==> src/rtl/otter_pkg.sv <==
// Shared OTTER definitions: opcode encodings, SYS func3 codes and the control-unit state type.
package otter_pkg;

  localparam int unsigned OPCODE_W = 7;
  localparam int unsigned FUNC3_W  = 3;

  typedef enum logic [OPCODE_W-1:0] {
    LUI    = 7'b0110111,
    AUIPC  = 7'b0010111,
    JAL    = 7'b1101111,
    JALR   = 7'b1100111,
    BRANCH = 7'b1100011,
    LOAD   = 7'b0000011,
    STORE  = 7'b0100011,
    OP_IMM = 7'b0010011,
    OP_RG3 = 7'b0110011,
    SYS    = 7'b1110011
  } opcode_t;

  localparam logic [FUNC3_W-1:0] F3_CSRRW = 3'b001;
  localparam logic [FUNC3_W-1:0] F3_MRET  = 3'b000;

  typedef enum logic [2:0] {
    INIT  = 3'd0,
    FETCH = 3'd1,
    EXEC  = 3'd2,
    WB    = 3'd3,
    INTR  = 3'd4
  } cu_state_t;

endpackage

==> src/rtl/cu_fsm.sv <==
// Multicycle control unit for the OTTER RV32I core: sequences fetch/exec/writeback/interrupt
// entry and counts retired instructions.
module cu_fsm
  import otter_pkg::*;
#(
  parameter int unsigned CNT_W = 32
) (
  input  logic                       CLK,
  input  logic                       RST_N,
  input  logic [OPCODE_W-1:0]        opcode,
  input  logic [FUNC3_W-1:0]         func3,
  input  logic                       intr,
  input  logic                       imem_ready,
  input  logic                       dmem_ready,
  output logic                       rst_out,
  output logic                       pcWrite,
  output logic                       regWrite,
  output logic                       memRDEN1,
  output logic                       memRDEN2,
  output logic                       memWE2,
  output logic                       csr_WE,
  output logic                       int_taken,
  output logic                       mret_exec,
  output logic [CNT_W-1:0]           instret
);

  cu_state_t state_q, state_d;
  logic      retire_c;

  // State register
  always_ff @(posedge CLK or negedge RST_N) begin
    if (!RST_N) state_q <= INIT;
    else        state_q <= state_d;
  end

  // Next state and combinational control outputs
  always_comb begin
    state_d   = state_q;
    retire_c  = 1'b0;
    rst_out   = 1'b0;
    pcWrite   = 1'b0;
    regWrite  = 1'b0;
    memRDEN1  = 1'b0;
    memRDEN2  = 1'b0;
    memWE2    = 1'b0;
    csr_WE    = 1'b0;
    int_taken = 1'b0;
    mret_exec = 1'b0;

    unique case (state_q)
      INIT: begin
        rst_out = 1'b1;
        state_d = FETCH;
      end

      FETCH: begin
        memRDEN1 = 1'b1;
        if (imem_ready) state_d = EXEC;
      end

      EXEC: begin
        case (opcode)
          LUI, AUIPC, JAL, JALR, OP_IMM, OP_RG3: begin
            pcWrite  = 1'b1;
            regWrite = 1'b1;
            retire_c = 1'b1;
          end
          BRANCH: begin
            pcWrite  = 1'b1;
            retire_c = 1'b1;
          end
          STORE: begin
            memWE2 = 1'b1;
            if (dmem_ready) begin
              pcWrite  = 1'b1;
              retire_c = 1'b1;
            end
          end
          LOAD: begin
            memRDEN2 = 1'b1;
            state_d  = WB;
          end
          SYS: begin
            pcWrite  = 1'b1;
            retire_c = 1'b1;
            if (func3 == F3_CSRRW) begin
              regWrite = 1'b1;
              csr_WE   = 1'b1;
            end else if (func3 == F3_MRET) begin
              mret_exec = 1'b1;
            end
          end
          // Unrecognised opcodes retire as a NOP
          default: begin
            pcWrite  = 1'b1;
            retire_c = 1'b1;
          end
        endcase
      end

      WB: begin
        memRDEN2 = 1'b1;
        if (dmem_ready) begin
          regWrite = 1'b1;
          pcWrite  = 1'b1;
          retire_c = 1'b1;
        end
      end

      INTR: begin
        int_taken = 1'b1;
        pcWrite   = 1'b1;
        state_d   = FETCH;
      end

      default: state_d = INIT;
    endcase

    // Interrupts are only taken at an instruction boundary
    if (retire_c) state_d = intr ? INTR : FETCH;
  end

  // Retired-instruction counter, wraps naturally
  always_ff @(posedge CLK or negedge RST_N) begin
    if (!RST_N)        instret <= '0;
    else if (retire_c) instret <= instret + CNT_W'(1);
  end

endmodule

==> config.mk <==
export PLATFORM = sky130hd
export DESIGN_NAME = cu_fsm
export DESIGN_NICKNAME = d
export VERILOG_FILES = /design/src/rtl/otter_pkg.sv /design/src/rtl/cu_fsm.sv
export SDC_FILE = /design/constraint.sdc
export NUM_CORES = 1
export LEC_CHECK = 0
export CORE_MARGIN = 2
export CORE_UTILIZATION = 41
export CTS_CLUSTER_SIZE = 28
export DETAILED_ROUTE_END_ITERATION = 16
export PLACE_DENSITY_LB_ADDON = 0.15
export SLEW_MARGIN = 10
export SYNTH_ARGS = -nofsm -noshare
export SYNTH_HDL_FRONTEND = slang
export SYNTH_SLANG_ARGS = --single-unit
==> constraint.sdc <==
create_clock -name CLK -period 2.8 [get_ports CLK]
set_input_delay 0.56 -clock CLK [delete_from_list [all_inputs] [get_ports CLK]]
set_output_delay 0.56 -clock CLK [all_outputs]
set_load 0.02 [all_outputs]
* Word level (Yosys, flattened, before mapping)
Index checks and enable logic that the tools add are counted.
** Word-level totals
- Flip-flop bits (word level) :: 35
- Output and inout bits :: 41
** Cells by class
- $add $sub $neg :: 1
- Equality and inequality tests :: 17
- Mux-type cells :: 25
- Reductions and logical operators :: 5
** Operator list (count)
- 32-bit by 1-bit adder with 32-bit output (second input constant) :: 1
- 7-bit by 6-bit == test with 1-bit output (second input constant) :: 3
- 7-bit == test (second input constant) :: 3
- 7-bit by 5-bit == test with 1-bit output (second input constant) :: 2
- 1-bit 2-to-1 mux :: 14
- 3-bit 2-to-1 mux :: 4
- 3-bit one-hot mux with 4 select lines :: 1
- 1-bit one-hot mux with 2 select lines :: 5
- 7-bit by 2-bit == test with 1-bit output (second input constant) :: 1
- 3-bit by 1-bit == test with 1-bit output (second input constant) :: 2
- 3-bit by 2-bit == test with 1-bit output (second input constant) :: 2
- 3-bit logical NOT :: 2
- 6-bit OR reduction :: 1
- 3-bit == test (second input constant) :: 1
- 3-bit by 2-bit inequality test with 1-bit output (second input constant) :: 1
- 3-bit inequality test (second input constant) :: 1
- 1-bit one-hot mux with 3 select lines :: 1
- 3-bit AND reduction :: 1
- 2-bit inequality test (second input constant) :: 1
- 2-bit OR reduction :: 1

* Depth between registers and ports, before layout
- Depth in word-level cells :: 5
- Depth in mapped cells :: 6
- Mapped depth without buffers :: 5

* Worst setup path after synthesis
OpenSTA, ideal clock, no wires.
- Path kind :: register to output
- From :: register state_q[0]
- To :: output port regWrite
- Arrival time :: 1747 ps
- Required time :: 2240 ps
- Slack :: 493 ps
- Cell stages (with the launch flop) :: 7
- Buffers on the path :: 2
- Path through :: dfrtp_1 -> buf_6 -> or3b_1 -> buf_4 -> nor4_1 -> nand3_1 -> o22ai_1
** Between the ends
- Cells in the longest elaborated chain, start to end :: 2
- Elaborated cells on any way between the ends :: 3
- Classes of those cells :: eq/ne: 2; mux: 1
** RTL lines
- from (decl) :: line cu_fsm.sv:27 : cu_state_t state_q, state_d;
- from (signal assigned) :: line cu_fsm.sv:33 : else state_q <= state_d;
- 3-bit by 2-bit == test with 1-bit output :: line cu_fsm.sv:50 : unique case (state_q)
- 1-bit one-hot mux with 2 select lines (*) :: line cu_fsm.sv:50
- to (decl) :: line cu_fsm.sv:17 : output logic regWrite,
Mark *: on every way between the ends. The rest lies on a longest branch, timed or not.

* Final worst setup path
- From :: input port opcode[1]
- To :: output port pcWrite
** Between the ends
- Cells in the longest elaborated chain, start to end :: 3
- Elaborated cells on any way between the ends :: 4
- Classes of those cells :: eq/ne: 2; mux: 2
** RTL lines
- from (decl) :: line cu_fsm.sv:10 : input logic [OPCODE_W-1:0] opcode,
- 7-bit by 2-bit == test with 1-bit output or 7-bit by 6-bit == test with 1-bit output (tied branches) :: line cu_fsm.sv:62 : case (opcode)
- 1-bit one-hot mux with 2 select lines (*) :: line cu_fsm.sv:62
- 1-bit one-hot mux with 3 select lines (*) :: line cu_fsm.sv:50
- to (decl) :: line cu_fsm.sv:16 : output logic pcWrite,
Marked as above.

==> flow_summary.json <==
{
  "async_reset_ff_share_pct": 100,
  "switching_share_pct": 35.9,
  "postRouteAntennaNets": 0,
  "numCtsBuffers": 5,
  "root_buffer": "clkbuf_8",
  "grt_max_degree": 36,
  "setup_viol": 0,
  "die_y_um": 73.8,
  "gp_congestion": 0.859,
  "initial_core_util_pct": 42.3,
  "cp-start-kind": "input port",
  "vias": 1681,
  "drt-initial-drc-count": 57,
  "die_w_um": 73.8,
  "clkPwrFrac_pct": 20.6,
  "grt_pass1_vias": 1728,
  "fmax_mhz": 367,
  "ios": 56,
  "postCtsSetupBuffers": 0,
  "drv_cap": 0,
  "area_growth_pct": 41.7,
  "synth_top_area_share_pct": 43.9,
  "fin_crit_ps": 2730,
  "period_share_pct": 97.4,
  "worst_slack_ps": 72.5,
  "pre_cts_ws_ps": -300,
  "clock-sinks": 35,
  "path_max_fanout": 2,
  "nNetsFinal": 273,
  "yosysWarnings": 0,
  "leakagePower_uw": 0.000995,
  "syn-instance-count": 184,
  "p_comb_share_pct": 41.5,
  "ir_worst_vdd_uv": 278,
  "max-clock-path-buffers": 2,
  "worstPathArrival_ps": 2170,
  "cts_max_level": 2,
  "status": "finished, final reports clean",
  "yosys-top-cells-area": "dfrtp_1 44%, a2111oi_2 8.3%, xnor2_1 7.9%",
  "cp-end-kind": "output port",
  "yosysTopAreaCell": "dfrtp_1",
  "relSlewSlack_pct": 50.6,
  "wire_per_inst_um": 14.5,
  "hold_buffers": 0,
  "syn_avg_cell_area_um2": 10.8,
  "synth_nets": 200,
  "rows": 25,
  "grt_pass1_wl_um": 7940,
  "routed_wl_um": 4720,
  "synth_edf_count": 0,
  "rsz0062_at_grt": "no",
  "netSwitchingPower_uw": 608,
  "worstSetupPathType": "in2out",
  "cts_tree": "built",
  "synth.distinct_cells": 39,
  "cp.required_ps": 2240,
  "dp_hpwl_um": 3370,
  "fill_cells": 442,
  "clock_skew_ps": 6.32,
  "synth_area_um2": 2000,
  "clkLatencyLatePin_ps": 280,
  "dr.pass1.iters": 4,
  "drive_above_1_share_pct": 18.6,
  "ys.flop_type": "dfrtp_1",
  "internal_power_uw": 1090,
  "antenna_found_initial": 0,
  "synth_most_common_cell": "dfrtp_1",
  "pwr-share-seq_pct": 37.9,
  "antennaDiodeCount": 0,
  "dieArea_um2": 5440,
  "rrSetupSlack_ps": 680,
  "clk_pin_slew_ps": 60,
  "setup_tns_ps": 0,
  "vias_per_cell": 5.17,
  "core_area_um2": 4720,
  "worstMarginPinSlew_ps": 741,
  "grt_remaining_overflow": 0,
  "p_per_area_nw_per_um2": 599,
  "ys_seq_area_share_pct": 43.9,
  "synth_common_cells": "35 x dfrtp_1, 18 x xnor2_1, 13 x xor2_1, 11 x a2111oi_2",
  "place.port_buffers": 55,
  "drcViolationCount": 0,
  "drv_slew": 0,
  "synth-seq-cells": 35,
  "track_usage_pct": 18.9,
  "finalHoldViolations": 0,
  "hold_path_class": "reg2reg"
}
==> layout by cell type, fill, tap and decap left out, drive strengths merged, types with 2 or more instances in the layout <==
master / instances
buf: 21
o211ai: 6
o2111ai: 5
or3b: 2
a211o: 2
clkbuf: 6
nor4: 3
xnor2: 18
nor3: 6
a211oi: 5
nand4: 5
xor2: 13
nand2b: 2
clkdlybuf4s50: 49
a21oi: 4
nand3: 9
nor2: 8
and3: 2
dfrtp: 35
nand2: 8
dlygate4sd2: 4
o21ai: 5
a2111oi: 12
inv: 9
or3: 4
and4: 3
==> final timing paths <==
path | to | from | cells past startpoint
setup / recovery | pcWrite | opcode[1] | 5
max in group asynchronous | instret[22] | RST_N | 2
min in group asynchronous | instret[28] | RST_N | 2
hold / removal | instret[29] | instret[29] | 1
hold reg to reg | instret[29] | instret[29] | 1
setup reg to reg | instret[22] | state_q[2] | 5
==> routing by layer <==
| layer | up-vias | wire, um | part of all wire, % | track usage [%] |
|---|---|---|---|---|
| li1 | 832 | - | - | - |
| met1 | 811 | 2230 | 47 | 23.9 |
| met2 | 36 | 2270 | 48 | 32.2 |
| met3 | 2 | 184 | 3.9 | 3.29 |
| met4 | 0 | 29 | 0.61 | 6.87 |
| met5 | - | 0 | 0 | 0 |
==> worst max-delay path, cell delays in order <==
cell	delay, ps
clkdlybuf4s50_1	490
nor4bb_4	350
a21oi_2	100
or3_1	350
dlygate4sd2_1	320
==> cell type report <==
class | count | area [um^2] | area share [%]
Timing Repair Buffer | 75 | 691 | 24.4
Clock buffer | 6 | 72.6 | 2.57
Sequential cell | 35 | 876 | 31.0
Clock inverter | 2 | 12.5 | 0.442
Tap cell | 67 | 83.8 | 2.96
Multi-Input combinational cell | 131 | 1060 | 37.4
Inverter | 9 | 33.8 | 1.19
==> power groups by stage <==
stage	registers [uW]	logic [uW]	clock network, uW
after floorplan	711	335	0
after global placement	653	708	0
after detailed placement	655	714	0
after CTS	645	708	365
after global routing	654	766	394
final	643	704	348
==> sequential cells by signal, indices dropped and copies added (netlist names) <==
signal and count:
instret 32, state_q 3
==> repair_timing <==
action | in CTS | in global routing
setup endpoints to repair | 6 | 5
pin swaps | 0 | 1
gates resized for setup | 9 | 4
==> logic make-up after synthesis <==
family | count (synthesis) | synth area share (%)
fa+ha+maj | 1 | 0.627
mux | 2 | 1.07
compound gates | 42 | 21.6
buf+inv | 18 | 4.01
flops | 35 | 43.9
simple gates | 55 | 15.2
xor+xnor | 31 | 13.6
==> metrics by stage <==
step,cell area (um^2),hold WS (ps),utilization (%),cells,total power [uW]
2_1_floorplan,2000,264,-,184,1050
3_3_place_gp,2730,463,57.9,317,1360
3_5_place_dp,2730,461,57.9,317,1370
4_1_cts,2820,484,59.7,325,1720
5_1_grt,2830,490,59.9,325,1810
6_report,2830,482,59.9,325,1690
No activity file was read; power rests on OpenSTA's default activity.
